`src/rtl/fifo_rd_stream_adapter.sv`:
```
// fifo_rd_stream_adapter: pops the async FIFO read side and re-presents words as a
// valid/ready stream through a 2-entry skid buffer, 1 word/cycle when unstalled.
module fifo_rd_stream_adapter #(
   parameter int DSIZE = 8,
   parameter int CNTW  = 16
) (
   input  logic             rclk,
   input  logic             rrst_n,
   input  logic             rempty,
   input  logic [DSIZE-1:0] rdata,
   output logic             rinc,
   output logic             m_valid,
   output logic [DSIZE-1:0] m_data,
   input  logic             m_ready,
   output logic [CNTW-1:0]  pop_cnt,
   output logic             ovf_err
);
   localparam logic [1:0] EMPTY = 2'd0;
   localparam logic [1:0] ONE   = 2'd1;
   localparam logic [1:0] FULL  = 2'd2;
   logic [1:0]       cnt;
   logic             inflight;
   logic [DSIZE-1:0] tail;
   logic             take;
   logic             cap;
   logic             ovf;
   logic [2:0]       occ;
   assign take    = m_valid && m_ready;
   // occupancy once this cycle's take and the in-flight word are accounted for
   assign occ     = {1'b0, cnt} + {2'b0, inflight} - {2'b0, take};
   assign rinc    = !rempty && rrst_n && (occ < 3'd2);
   assign m_valid = (cnt != EMPTY);
   assign ovf     = inflight && (cnt == FULL) && !take;
   assign cap     = inflight && !ovf;
   always_ff @(posedge rclk or negedge rrst_n) begin
      if (!rrst_n) begin
         cnt      <= EMPTY;
         inflight <= 1'b0;
         m_data   <= '0;
         tail     <= '0;
         pop_cnt  <= '0;
         ovf_err  <= 1'b0;
      end else begin
         inflight <= rinc;
         pop_cnt  <= pop_cnt + CNTW'(rinc);
         if (ovf) ovf_err <= 1'b1;
         cnt <= cnt - {1'b0, take} + {1'b0, cap};
         // head is refilled directly when the arriving word has nobody ahead of it
         if (cap && ((cnt == EMPTY) || ((cnt == ONE) && take))) m_data <= rdata;
         else if (take && (cnt == FULL)) m_data <= tail;
         if (cap && (((cnt == ONE) && !take) || (cnt == FULL))) tail <= rdata;
      end
   end
endmodule

```
`config.mk`:
```
export PLATFORM = sky130hd
export DESIGN_NAME = fifo_rd_stream_adapter
export DESIGN_NICKNAME = d
export VERILOG_FILES = /design/src/rtl/fifo_rd_stream_adapter.sv
export SDC_FILE = /design/constraint.sdc
export NUM_CORES = 1
export LEC_CHECK = 0
export ABC_AREA = 0
export BUFFER_PORTS_ARGS = -buffer_cell sky130_fd_sc_hd__buf_2
export CAP_MARGIN = 20
export CORE_MARGIN = 3
export CORE_UTILIZATION = 48
export DETAILED_ROUTE_END_ITERATION = 16
export GPL_ROUTABILITY_DRIVEN = 0
export PLACE_DENSITY = 0.75
export SYNTH_ARGS = -nofsm -noshare
export SYNTH_HDL_FRONTEND = slang
export SYNTH_SLANG_ARGS = --single-unit
```
`constraint.sdc`:
```
create_clock -name rclk -period 2.9 [get_ports rclk]
set_input_delay 0.58 -clock rclk [delete_from_list [all_inputs] [get_ports rclk]]
set_output_delay 0.58 -clock rclk [all_outputs]
set_load 0.02 [all_outputs]
```
==> flow_summary.json, run 1 <==
{
  "ys_warn_count": 0,
  "ys_dominant_reg_cell": "dfrtp_1",
  "worst-path-max-fanout": 10,
  "cap_violations": 0,
  "grt_setup_unrepaired": "no",
  "drt_iter0_drc": 104,
  "cts_hold_buf": 0,
  "combPwrFrac": 0.398,
  "routed_wl_um": 3350,
  "setup_ws_ps": 174,
  "fmax_ghz": 0.367,
  "status": "complete, no violations",
  "crit_type": "flop to output port",
  "via_per_inst": 5.40,
  "syn_avg_cell_area_um2": 11.4,
  "die-area_mm2": 0.00431,
  "internal-power_uw": 1150,
  "p_leak_uw": 0.000968,
  "tns_ps": 0,
  "slew_viol_final": 0,
  "r2r_cells": 11,
  "ys_seq_area_frac": 0.528,
  "synth-edff-count": 0,
  "rrSetupSlack_ps": 290,
  "grt_pass1_wl_um": 5780,
  "pwr-share-clk": 0.183,
  "grt_pass1_vias": 1258,
  "first_pass_iters": 4,
  "synthDominantCellAreaShare": 0.528,
  "required_ps": 2320,
  "critical_path_arrival_ps": 2150,
  "hold_class": "input pin to async pin",
  "synthTopCellsByCount": "dfrtp_1, nand3_1, o21ai_0, xnor2_1",
  "clock-sinks": 36,
  "slew_headroom": 0.648,
  "syn_nets": 167,
  "synth-async-reset-ratio": 1.00,
  "synth_area_leaders": "dfrtp_1, mux2_2, xnor2_1, nand3_1, xor2_1",
  "clk_transition_reported_paths_ps": 110,
  "io_pins": 39,
  "p_sw_uw": 699,
  "tightest_slew_ps": 528,
  "endpoint_kind": "output port",
  "cts_root_buf": "clkbuf_4",
  "netlist_instances": 150,
  "period_needed_ps": 2730,
  "post_drt_wl_per_cell_um": 14.0,
  "synth.distinct_cells": 31,
  "synth.most_common_cell": "dfrtp_1",
  "drc": 0,
  "htreeDepth": 2,
  "start_util": 0.504,
  "regToRegEndpoint": "pop_cnt[14]$_DFF_PN0_",
  "vdd_drop_max_mv": 0.440,
  "ant_nets": 0,
  "syn-cell-area_mm2": 0.00171,
  "clk_latency_ps": 330,
  "placement.io_buffers": 38,
  "synth_seq_cells": 36,
  "hold_viol": 0,
  "dpl.hpwl_um": 2540,
  "fin_worst_skew_ps": 15.2,
  "area_growth_syn_to_layout_pct": 19.7,
  "rr_startpoint": "cnt[0]$_DFF_PN0_",
  "place_ws_ps": 25.0,
  "die_h_um": 65.6,
  "num_vias": 1291,
  "cts_tree": "done",
  "synth_top_area_cell": "dfrtp_1",
  "switching_share": 0.378,
  "cp-start-kind": "flop",
  "post-route-period-util": 0.940,
  "powerDensity_mw_per_mm2": 905,
  "num_rows": 21,
  "cts_buffers": 5,
  "clockBufferDepth": 2,
  "setup_viol": 0,
  "diodes": 0,
  "layout-drive-gt1-share": 0.337,
  "die_w_um": 65.6,
  "final_nets": 209,
  "grt_max_degree": 37,
  "track_usage": 0.175,
  "core-area_mm2": 0.00339,
  "grt.overflow.total": 0,
  "antenna_found_initial": 0,
  "pwr-share-seq": 0.419
}
## registers in the layout, indices dropped and copies added, names as in the netlist
name      cells
m_data        8
tail          8
ovf_err       1
inflight      1
cnt           2
pop_cnt      16
## power by group through the flow
stage	combinational, uW	sequential (uW)	clock, uW
6_report	737	774	339
5_1_grt	822	800	378
4_1_cts	747	774	351
3_5_place_dp	743	784	0
3_3_place_gp	716	770	0
2_1_floorplan	416	889	0
## worst max-delay path by stage
| stage | start | end |
|---|---|---|
| CTS | cnt[0]$_DFF_PN0_ | rinc |
| floorplan | cnt[1]$_DFF_PN0_ | pop_cnt[14]$_DFF_PN0_ |
| global placement | m_ready | pop_cnt[8]$_DFF_PN0_ |
| global route | cnt[0]$_DFF_PN0_ | rinc |
| finish | cnt[0]$_DFF_PN0_ | rinc |
| detailed placement | m_ready | pop_cnt[14]$_DFF_PN0_ |
## critical path, cell delays in order, from the launching register on
cell,delay [ps]
dfrtp_2,470
or2_4,240
nand2_1,110
inv_1,70
fa_1,370
xor2_1,180
nor3_4,220
buf_4,180
## stage by stage
stage / cell area (um2) / total power [uW] / hold WS [ps] / utilization / std cells
global placement: 1960 / 1490 / 447 / 0.579 / 231
detailed placement: 1960 / 1530 / 454 / 0.579 / 231
global route: 2040 / 2000 / 309 / 0.603 / 239
finish: 2040 / 1850 / 288 / 0.603 / 239
floorplan: 1720 / 1300 / 284 / - / 150
CTS: 2040 / 1870 / 292 / 0.601 / 239
## cells in the final DEF (no fill, tap or decap), types with 2 or more instances in the layout
master / count
nor4_1: 3
ha_1: 3
buf_2: 37
xnor2_1: 9
o21ai_0: 9
nand4_1: 7
nand3_1: 13
dfrtp_2: 2
nand2_1: 8
xor2_1: 7
and2_1: 2
buf_4: 5
nor2b_1: 4
clkbuf_4: 5
a31oi_1: 8
mux2_2: 8
a211oi_1: 8
inv_1: 3
dfrtp_1: 34
and4_1: 2
## final cells by class
| type | count | area, um2 |
|---|---|---|
| multi-input cells | 104 | 772 |
| inverters | 3 | 11.3 |
| well taps | 46 | 57.6 |
| clock inverters | 2 | 35.0 |
| flip-flops and latches | 36 | 903 |
| clock buffers | 6 | 41.3 |
| repair buffers | 42 | 223 |
| fillers | 311 | 1350 |
## timing repair
item / in CTS / in global routing
gates resized for setup: 0 / 3
setup buffers: 0 / 0
setup endpoints to repair: 0 / 1
## logic make-up (layout without fill, tap and decap cells)
group	Yosys count	count (layout)	share of synthesized area
compound gates	29	29	0.115
xor+xnor	16	16	0.0821
fa+ha+maj	5	5	0.0411
buf+inv	10	53	0.0293
flops	36	36	0.528
mux	8	8	0.0528
simple gates	46	46	0.152
## routing by layer
layer | share of wire | up-vias | global-route usage
met5 | 0 | - | 0
met4 | 0.0093 | 0 | 0.0699
met3 | 0.060 | 4 | 0.0496
met2 | 0.49 | 43 | 0.289
met1 | 0.44 | 612 | 0.214
li1 | - | 632 | -
(Power assumes the default switching activity.)
==> run 2: changes to the inputs <==
- CORE_UTILIZATION: 48 -> 57
- PLACE_DENSITY: 0.75 -> 0.84
- clock period: 2.9 -> 3.4 ns (I/O delays scaled with it)
==> run 2 against run 1 <==
Compared with the run above:
- clock power fell by 11%
- sequential cell count did not move
- via count rose by 0.23%
- critical endpoint unchanged
==> flow_summary.json, run 2 (synthesized netlist as in run 1, its figures left out) <==
{
  "first_pass_iters": 4,
  "diodes": 0,
  "routed_wl_um": 3260,
  "start_util": 0.608,
  "final_common_cell": "buf_2",
  "p_sw_uw": 596,
  "cts_hold_buf": 0,
  "grt_pass1_wl_um": 5420,
  "setup_viol": 0,
  "period_needed_ps": 3070,
  "critPathTopFamily": "simple AND/OR/NAND/NOR gates",
  "crit_type": "flop to output port",
  "p_leak_uw": 0.000956,
  "place_ws_ps": 212,
  "worst-path-max-fanout": 9,
  "placement.io_buffers": 38,
  "dpl.hpwl_um": 2410,
  "io_pins": 39,
  "hold_class": "input pin to async pin",
  "cap_violations": 0,
  "ant_nets": 0,
  "setup_ws_ps": 327,
  "largest_register_ffs": 16,
  "combPwrFrac": 0.374,
  "num_rows": 19,
  "grt_pass1_vias": 1218,
  "antenna_found_initial": 0,
  "place_area_mm2": 0.00191,
  "endpoint_kind": "output port",
  "n_fill_cell": 215,
  "slowest_delay_ps": 500,
  "switching_share": 0.384,
  "final_nets": 207,
  "grt_setup_unrepaired": "no",
  "clk_transition_reported_paths_ps": 120,
  "crit_buf_inv": 2,
  "cp-start-kind": "flop",
  "drt_iter0_drc": 77,
  "hold_viol": 0,
  "via_per_inst": 5.83,
  "fmax_ghz": 0.325,
  "slew_headroom": 0.666,
  "internal-power_uw": 957,
  "die-area_mm2": 0.00369,
  "tightest_slew_ps": 501,
  "tns_ps": 0,
  "post-route-period-util": 0.904,
  "clock-sinks": 36,
  "top_register": "pop_cnt",
  "fin_area_mm2": 0.00199,
  "fin_worst_skew_ps": 12.7,
  "core-area_mm2": 0.00281,
  "layout.area.seq_um2": 901,
  "multiInputGateArea_um2": 756,
  "cts_buffers": 5,
  "worstPathCellList": "or2_2, nand2_1, inv_1, fa_1, xor2_1, nor3_1, buf_2",
  "pwr-share-seq": 0.432,
  "drc": 0,
  "htreeDepth": 2,
  "clockBufferDepth": 2,
  "layout-drive-gt1-share": 0.314,
  "cts_root_buf": "clkbuf_4",
  "top_regs": "pop_cnt x16, m_data x8, tail x8",
  "area_growth_syn_to_layout_pct": 16.7,
  "die_w_um": 60.7,
  "instances_no_fill": 222,
  "dp.cells": 214,
  "powerDensity_mw_per_mm2": 780,
  "required_ps": 2720,
  "pwr-share-clk": 0.194,
  "num_vias": 1294,
  "vdd_drop_max_mv": 0.446,
  "cts_setup_buffers": 0,
  "clk_latency_ps": 340,
  "slew_viol_final": 0,
  "cp_slowest_cell": "dfrtp_1",
  "cts_tree": "done",
  "layout_common_cells": "buf_2, dfrtp_1, nand3_1",
  "die_h_um": 60.7,
  "grt_max_degree": 37,
  "status": "complete, no violations",
  "critical_path_arrival_ps": 2390,
  "cts_resized": 0,
  "grt.overflow.total": 0,
  "post_drt_wl_per_cell_um": 14.7,
  "final_util": 0.710,
  "track_usage": 0.201
}
-- run 2: worst paths after layout --
path                                        from                     to  slack [ps]  cells after the start
max                             cnt[1]$_DFF_PN0_                   rinc         330                      7
min                                       rrst_n  m_data[4]$_DFFE_PN0P_         360                      2
max reg2reg                     cnt[1]$_DFF_PN0_  pop_cnt[14]$_DFF_PN0_         430                     11
min reg2reg                pop_cnt[15]$_DFF_PN0_  pop_cnt[15]$_DFF_PN0_         470                      1
max in group asynchronous                 rrst_n   pop_cnt[5]$_DFF_PN0_        2720                      2
min in group rclk          pop_cnt[15]$_DFF_PN0_  pop_cnt[15]$_DFF_PN0_         470                      1
-- run 2: power groups by stage --
stage / clock [uW] / sequential [uW] / combinational (uW)
2_1_floorplan: 0 / 757 / 335
3_3_place_gp: 0 / 668 / 566
3_5_place_dp: 0 / 680 / 589
4_1_cts: 309 / 672 / 590
5_1_grt: 331 / 691 / 647
6_report: 301 / 671 / 581
-- run 2: layout make-up --
type,instances,share of cell area
clock inverter,3,0.0214
inverter,3,0.00565
multi-input combinational,104,0.379
sequential,36,0.452
tap,31,0.0195
timing repair buffer,40,0.103
clock buffer,5,0.0188
-- run 2: layer usage --
metal	global-route usage	up-vias	part of all wire
met2	0.339	37	0.49
met3	0.0574	6	0.054
met1	0.243	628	0.44
li1	-	623	-
met4	0.0805	0	0.016
met5	0	-	0
-- run 2: metrics by stage --
| step | total power, uW | hold WS [ps] |
|---|---|---|
| after floorplan | 1090 | 384 |
| after global placement | 1230 | 453 |
| after detailed placement | 1270 | 456 |
| after CTS | 1570 | 374 |
| after global routing | 1670 | 389 |
| final | 1550 | 364 |
==> run 3: changes to the inputs <==
- CORE_UTILIZATION: 57 -> 59
- CTS_BUF_LIST: default -> sky130_fd_sc_hd__clkbuf_4 sky130_fd_sc_hd__clkbuf_8
- PLACE_DENSITY: 0.84 -> 0.86
==> run 3 against run 2 <==
Compared with the run above:
- clock skew hardly changed
- clock power rose by 1%
- highest routed layer unchanged
- global-route usage up 1.2 points
==> flow_summary.json, run 3 (synthesized netlist as in run 1, its figures left out) <==
{
  "top_regs": "pop_cnt x16, m_data x8, tail x8",
  "cp_slowest_cell": "dfrtp_1",
  "final_common_cell": "buf_2",
  "hold_ws_ps": 377,
  "dpl.hpwl_um": 2420,
  "cts_resized": 0,
  "via_per_inst": 5.92,
  "worst-path-max-fanout": 9,
  "cts_tree": "done",
  "grt_max_degree": 37,
  "diodes": 0,
  "cts_hold_buf": 0,
  "start_util": 0.653,
  "hold_viol": 0,
  "fin_worst_skew_ps": 12.7,
  "p_leak_uw": 0.000951,
  "powerDensity_mw_per_mm2": 787,
  "ant_nets": 0,
  "setup_ws_ps": 312,
  "num_vias": 1302,
  "antenna_found_initial": 0,
  "largest_register_ffs": 16,
  "layout_common_cells": "buf_2, dfrtp_1, nand3_1",
  "vdd_drop_max_mv": 0.636,
  "num_rows": 18,
  "io_pins": 39,
  "cts_buffers": 5,
  "fmax_ghz": 0.324,
  "die-area_mm2": 0.00357,
  "placement.io_buffers": 38,
  "crit_type": "flop to output port",
  "slowest_delay_ps": 500,
  "clk_latency_ps": 350,
  "post_drt_wl_per_cell_um": 15.7,
  "period_needed_ps": 3090,
  "n_fill_cell": 187,
  "die_w_um": 59.8,
  "final_nets": 206,
  "combPwrFrac": 0.374,
  "endpoint_kind": "output port",
  "die_h_um": 59.8,
  "track_usage": 0.213,
  "switching_share": 0.388,
  "slew_viol_final": 0,
  "top_register": "pop_cnt",
  "hold_class": "input pin to async pin",
  "post-route-period-util": 0.908,
  "required_ps": 2720,
  "layout-drive-gt1-share": 0.311,
  "status": "complete, no violations",
  "pwr-share-seq": 0.430,
  "tns_ps": 0,
  "cts_root_buf": "clkbuf_4",
  "clk_transition_reported_paths_ps": 120,
  "grt_pass1_vias": 1255,
  "worstPathCellList": "or2_2, nand2_1, inv_1, fa_1, xor2_1, nor3_1, buf_2",
  "critPathTopFamily": "simple AND/OR/NAND/NOR gates",
  "clockBufferDepth": 2,
  "crit_buf_inv": 2,
  "grt_setup_unrepaired": "no",
  "cap_violations": 0,
  "pwr-share-clk": 0.195,
  "drc": 0,
  "grt_pass1_wl_um": 5610,
  "setup_viol": 0,
  "internal-power_uw": 955,
  "p_sw_uw": 606,
  "area_growth_syn_to_layout_pct": 16.2,
  "routed_wl_um": 3450,
  "critical_path_arrival_ps": 2410,
  "grt.overflow.total": 0,
  "drt_iter0_drc": 56,
  "tightest_slew_ps": 1100,
  "slew_headroom": 0.268,
  "cts_setup_buffers": 0,
  "htreeDepth": 2,
  "first_pass_iters": 4,
  "place_ws_ps": 156,
  "final_util": 0.759,
  "cp-start-kind": "flop",
  "clock-sinks": 36,
  "core-area_mm2": 0.00261
}
[run 3: changes by cell type in the layout (fill, tap and decap cells not counted)]
| cell | previous run | this run |
|---|---|---|
| buf_4 | 2 | 1 |
[run 3: worst paths after layout]
kind / startpoint / to / slack [ps] / depth (start not counted)
min reg2reg: pop_cnt[15]$_DFF_PN0_ / pop_cnt[15]$_DFF_PN0_ / 470 / 1
max reg2reg: cnt[1]$_DFF_PN0_ / pop_cnt[14]$_DFF_PN0_ / 380 / 11
min: rrst_n / m_data[3]$_DFFE_PN0P_ / 380 / 2
min in group rclk: pop_cnt[15]$_DFF_PN0_ / pop_cnt[15]$_DFF_PN0_ / 470 / 1
max: cnt[1]$_DFF_PN0_ / rinc / 310 / 7
max in group asynchronous: rrst_n / cnt[1]$_DFF_PN0_ / 2710 / 2
[run 3: final cells by class]
| type | instances | area (um2) | share of cell area |
|---|---|---|---|
| clock buffer | 5 | 37.5 | 0.0189 |
| clock inverter | 3 | 42.5 | 0.0215 |
| inverter | 3 | 11.3 | 0.00568 |
| multi-input combinational | 104 | 756 | 0.381 |
| tap | 30 | 37.5 | 0.0189 |
| timing repair buffer | 39 | 198 | 0.0997 |
| sequential | 36 | 901 | 0.454 |
[run 3: per-stage QoR]
stage,area [um2],power (uW),cells
after floorplan,1710,1090,150
after global placement,1900,1230,212
after detailed placement,1900,1270,212
after CTS,1980,1570,220
after global routing,1980,1670,220
final,1980,1560,220
[run 3: layer usage]
layer,up-vias,routed length (um),global-route usage,part of all wire
met5,-,0,0,0
met4,0,52,0.0823,0.015
met3,6,232,0.0713,0.067
met2,50,1710,0.349,0.50
met1,622,1450,0.260,0.42
li1,624,-,-,-
[run 3: worst reg2reg max path, delay by kind of cell (launching register included)]
family,cells,cell delay [ps]
adder cells (fa/ha/maj),3,980
buffers and inverters,1,60
AND/OR/NAND/NOR,5,1090
XOR/XNOR,2,340
flip-flops,1,500
[run 3: power groups by stage]
stage / Sequential (uW) / Combinational, uW / Clock (uW)
after floorplan: 757 / 335 / 0
after global placement: 668 / 564 / 0
after detailed placement: 682 / 588 / 0
after CTS: 673 / 592 / 308
after global routing: 693 / 645 / 331
final: 672 / 584 / 305
